==> src/rtl/lock_sequencer.sv <==
// Keypad lock controller: collects 8-bit attempts, replays them into sequence_detector,
// and handles unlock, failure counting, lockout and reprogramming. Define LOCK_ALARM_EN for the lockout alarm pulse.
module lock_sequencer #(
    parameter int         CODE_LEN    = 8,
    parameter int         MAX_TRIES   = 3,
    parameter int         MATCH_WAIT  = 4,
    parameter int         OPEN_CYC    = 500,
    parameter int         LOCKOUT_CYC = 1000,
    parameter logic [7:0] RESET_CODE  = 8'hA5
) (
    input  logic       clock,
    input  logic       reset,
    input  logic       key_valid,
    input  logic       key_bit,
    input  logic       key_clear,
    input  logic       prog_req,
    input  logic       det_match,
    output logic       det_x,
    output logic       det_rst_n,
    output logic [1:8] code,
    output logic       unlock,
    output logic       busy,
    output logic       locked_out,
    output logic [2:0] fail_cnt,
    output logic       alarm
);

    localparam int T_A   = (LOCKOUT_CYC > OPEN_CYC) ? LOCKOUT_CYC : OPEN_CYC;
    localparam int T_B   = (MATCH_WAIT > CODE_LEN) ? MATCH_WAIT : CODE_LEN;
    localparam int T_MAX = (T_A > T_B) ? T_A : T_B;
    localparam int TW    = $clog2(T_MAX);

    typedef enum logic [2:0] {
        S_IDLE,
        S_REPLAY,
        S_WAIT,
        S_OPEN,
        S_PROGRAM,
        S_LOCKOUT
    } state_t;

    state_t        state, state_next;
    logic [TW-1:0] timer, timer_next;
    logic [2:0]    bit_cnt, cnt_next;
    logic [7:0]    entry, entry_next;
    logic [7:0]    code_reg, code_next;
    logic [2:0]    fail_reg, fail_next;

    always_ff @(posedge clock or negedge reset) begin
        if (!reset) begin
            state    <= S_IDLE;
            timer    <= '0;
            bit_cnt  <= '0;
            entry    <= '0;
            code_reg <= RESET_CODE;
            fail_reg <= '0;
        end else begin
            state    <= state_next;
            timer    <= timer_next;
            bit_cnt  <= cnt_next;
            entry    <= entry_next;
            code_reg <= code_next;
            fail_reg <= fail_next;
        end
    end

    // The detector runs every clock, so it is held in reset except while an attempt is replayed and judged.
    always_comb begin
        state_next = state;
        timer_next = timer;
        cnt_next   = bit_cnt;
        entry_next = entry;
        code_next  = code_reg;
        fail_next  = fail_reg;
        det_x      = 1'b0;
        det_rst_n  = 1'b0;
        unlock     = 1'b0;
        busy       = 1'b0;
        locked_out = 1'b0;
        case (state)
            S_IDLE, S_PROGRAM: begin
                if (key_clear) begin
                    cnt_next = '0;
                    if (state == S_PROGRAM) state_next = S_IDLE;
                end else if (key_valid) begin
                    entry_next = {entry[6:0], key_bit};
                    if (bit_cnt == 3'(CODE_LEN - 1)) begin
                        cnt_next   = '0;
                        timer_next = '0;
                        if (state == S_IDLE) begin
                            state_next = S_REPLAY;
                        end else begin
                            code_next  = entry_next;
                            state_next = S_IDLE;
                        end
                    end else begin
                        cnt_next = bit_cnt + 3'd1;
                    end
                end
            end
            S_REPLAY: begin
                det_rst_n = 1'b1;
                busy      = 1'b1;
                det_x     = entry[~timer[2:0]];
                if (timer == TW'(CODE_LEN - 1)) begin
                    timer_next = '0;
                    state_next = S_WAIT;
                end else begin
                    timer_next = timer + TW'(1);
                end
            end
            S_WAIT: begin
                det_rst_n = 1'b1;
                busy      = 1'b1;
                if (det_match) begin
                    fail_next  = '0;
                    timer_next = '0;
                    state_next = S_OPEN;
                end else if (timer == TW'(MATCH_WAIT - 1)) begin
                    timer_next = '0;
                    if (fail_reg >= 3'(MAX_TRIES - 1)) begin
                        fail_next  = 3'(MAX_TRIES);
                        state_next = S_LOCKOUT;
                    end else begin
                        fail_next  = fail_reg + 3'd1;
                        state_next = S_IDLE;
                    end
                end else begin
                    timer_next = timer + TW'(1);
                end
            end
            S_OPEN: begin
                unlock = 1'b1;
                if (prog_req) begin
                    cnt_next   = '0;
                    timer_next = '0;
                    state_next = S_PROGRAM;
                end else if (timer == TW'(OPEN_CYC - 1)) begin
                    timer_next = '0;
                    state_next = S_IDLE;
                end else begin
                    timer_next = timer + TW'(1);
                end
            end
            S_LOCKOUT: begin
                locked_out = 1'b1;
                if (timer == TW'(LOCKOUT_CYC - 1)) begin
                    timer_next = '0;
                    fail_next  = '0;
                    state_next = S_IDLE;
                end else begin
                    timer_next = timer + TW'(1);
                end
            end
            default: begin
                state_next = S_IDLE;
                timer_next = '0;
                cnt_next   = '0;
            end
        endcase
    end

    assign code     = code_reg;
    assign fail_cnt = fail_reg;

`ifdef LOCK_ALARM_EN
    assign alarm = (state == S_LOCKOUT) && (timer == '0);
`else
    assign alarm = 1'b0;
`endif

endmodule

==> config.mk <==
export PLATFORM = sky130hd
export DESIGN_NAME = lock_sequencer
export DESIGN_NICKNAME = d
export VERILOG_FILES = /design/src/rtl/lock_sequencer.sv
export SDC_FILE = /design/constraint.sdc
export NUM_CORES = 1
export LEC_CHECK = 0
export ABC_CLOCK_PERIOD_IN_PS = 3800
export CAP_MARGIN = 20
export CORE_MARGIN = 3
export CORE_UTILIZATION = 59
export CTS_CLUSTER_DIAMETER = 100
export DETAILED_ROUTE_END_ITERATION = 10
export GPL_TIMING_DRIVEN = 0
export PLACE_DENSITY = 0.84
export SKIP_CTS_REPAIR_TIMING = 1
export SLEW_MARGIN = 10
export SYNTH_ARGS = -nofsm -noshare
export SYNTH_HDL_FRONTEND = slang
export SYNTH_SLANG_ARGS = --single-unit
==> constraint.sdc <==
create_clock -name clock -period 3.8 [get_ports clock]
set_input_delay 0.57 -clock clock [delete_from_list [all_inputs] [get_ports clock]]
set_output_delay 0.57 -clock clock [all_outputs]
set_load 0.01 [all_outputs]
==> run metrics <==
Post-synth EDFFs=0; H-Tree Depth=2; WP data arrival=about 2.1 ns; grt ovf=0; Seq cells post-synth=35; Internal=slightly above 0.0006 W; asr flop ratio synth=1.00; vias per cell=around 5.7; GRT busiest layer=met2; drt total wl=approximately 4000 um; GR Util met2=0.406; I/O Pins=24; Synth top area share=0.392; clk root buf=clkbuf_4; Seq pwr share=0.567; CP max-delay cell=clkdlybuf4s50_1; Worst-path clk slew=approximately 0.12 ns; RD Place Congestion=0.936; vias in the first global route=about 1600; CORE AREA=3130 um2; HP Class=input port to async pin; crit path from=state[1]; Die ar.=4080 um2; Mapped Cells=~180; RSZ-0062 raised after global routing=false; height of the die=approximately 64 um; cell area after layout=approximately 2300 um2; post-DR wirelength/cell=about 15 um; FP Rows=20; 1st-pass router iterations=4; library cells used by synthesis=46; post-layout minimum cycle time=between 2 and 3 ns; setup TNS=0 ns; CTS buffer count=5; register area share after synthesis=0.445; All-Layer GR Usage=0.231; worst vdd ir=0.000265 V; Crit path largest cell delay=around 0.52 ns; first-pass GRT wire length=7360 um; Mapped Area=around 2000 um2; Fill cells=approximately 220; CP Cell Sequence=clkbuf_1 > nand2b_1 > a21oi_1 > buf_4 > clkdlybuf4s50_1; R2R setup slack=approximately 1.6 ns; fin crit share=0.700; post-detail-place hpwl=slightly below 3000 um; Layout area overhead=17.1%; max reg flops=10; share of layout cells above drive strength 1=0.259; Critical Path Start Type=flop; CTS tree=done; LEAKAGE=about 1.0 nW; fmax=about 0.38 GHz; routed via count=1456; antenna-violating nets left=0; met3 Use GR=0.0475; final hold vios=0; worst r2r src=timer[0]; reg2reg end=state[1]; R2R depth=6; PwrDens=approximately 370 nW/um2; largest net degree at the start of global routing=36; Area contributors post-synth=dfrtp_1 39%, mux2_2 11%, dfstp_2 5.3%; Initial Util=0.632; Comb power frac=0.170; clock skew=between 0.01 and 0.015 ns; CP required=roughly 3.2 ns; most common cell after layout, fill and taps aside=dfrtp_1; First DRT Iteration DRCs=76; Die X=~64 um; switching share of power=0.297; area of placed instances=about 2200 um2; antenna violations before repair=0; # Max-Cap Violations=0; Clock Path Buffers=2; CP Capture Type=output pin; Slew Viols, Final=0; YS warnings=0; NetSw=0.000255 W; I/O Buffers=22; worst rel slew slack=0.480; ANT cells=0; Synthesized Nets=194; GRT met1 Usage=0.279; Remaining DRCs=0; endpoints failing setup=0; syn avg cell area=10.9 um2; nets=approximately 220; commonest cells after routing, fill and taps aside=31 x dfrtp_1, 21 x clkdlybuf4s50_1, 20 x mux2_2; Yosys top cell by area=dfrtp_1; CTS sink count=35; later-pin clock latency in the skew report=~0.35 ns; Worst-Margin Slew=slightly below 0.8 ns; Primary FF master, synth=dfrtp_1; status=finished clean; CP max FO=10; Clock power frac=0.263; crit path kind=flop to output pin
-- worst max-delay path by stage --
stage | endpoint | depth (start not counted)
4_1_cts | det_rst_n | 5
3_3_place_gp | code[5] | 7
3_5_place_dp | code[4] | 7
6_report | det_rst_n | 5
2_1_floorplan | state[1] | 6
5_1_grt | det_rst_n | 5
-- critical path, delay by kind of cell (launching register included) --
kind | cells | cell delay [ns]
flops | 1 | 0.46
compound gates | 1 | 0.19
simple gates | 1 | 0.12
buf+inv | 3 | 0.99
-- stage by stage --
step	utilization	total power [W]	setup slack, ns	cells	hold slack [ns]
4_1_cts	0.740	0.000866	1.14	256	0.302
2_1_floorplan	-	0.000590	1.79	182	0.274
3_3_place_gp	0.720	0.000626	1.15	248	0.487
6_report	0.740	0.000861	1.14	256	0.277
3_5_place_dp	0.719	0.000642	1.06	248	0.499
5_1_grt	0.740	0.000913	1.03	256	0.333
-- layer usage --
layer	wire [um]	vias to the layer above
met3	110	8
met2	2090	20
met5	0	-
met1	1710	711
li1	-	717
met4	63	0
-- kinds of logic (layout without fill, tap and decap cells) --
| logic type | count (synthesis) | after routing | synth area share |
|---|---|---|---|
| AOI/OAI and AO/OA | 30 | 30 | 0.107 |
| xor gates and xnor gates | 1 | 1 | 0.00443 |
| adders and majority gates | 5 | 5 | 0.0316 |
| buffers and inverters | 15 | 45 | 0.0354 |
| DFF | 35 | 35 | 0.445 |
| muxes | 29 | 29 | 0.177 |
| other | 1 | 1 | 0.00190 |
| and+or+nand+nor | 66 | 66 | 0.197 |
-- cell usage after synthesis, types with 3 or more instances --
library cell,count
a21oi_1,15
ha_1,5
dfrtp_1,31
nand2b_1,3
nand2_1,14
nor3b_1,3
nand3b_1,3
and3_1,3
nor2_1,13
nor3_1,3
nand3_1,5
inv_1,5
clkbuf_1,3
or2_2,3
dfstp_2,4
mux2_2,20
mux2i_1,5
buf_2,5
-- power by group through the flow --
stage / Combinational, W / Clock [W] / Sequential, W
final: 0.000147 / 0.000226 / 0.000488
after CTS: 0.000148 / 0.000231 / 0.000487
after detailed placement: 0.000147 / 0 / 0.000495
after floorplan: 0.000113 / 0 / 0.000477
after global placement: 0.000137 / 0 / 0.000489
after global routing: 0.000165 / 0.000246 / 0.000501
-- final cells by class --
class                           instances  area [um2]  area share
Buffer                                 10        51.3      0.0222
Clock buffer                            6        51.3      0.0222
Clock inverter                          2        16.3     0.00702
Inverter                                5        18.8     0.00810
Multi-Input combinational cell        132        1030       0.444
Sequential cell                        35         881       0.380
Tap cell                               44        55.1      0.0238
Timing Repair Buffer                   22         215      0.0929
Note: power is estimated with default switching activity, not from simulation.
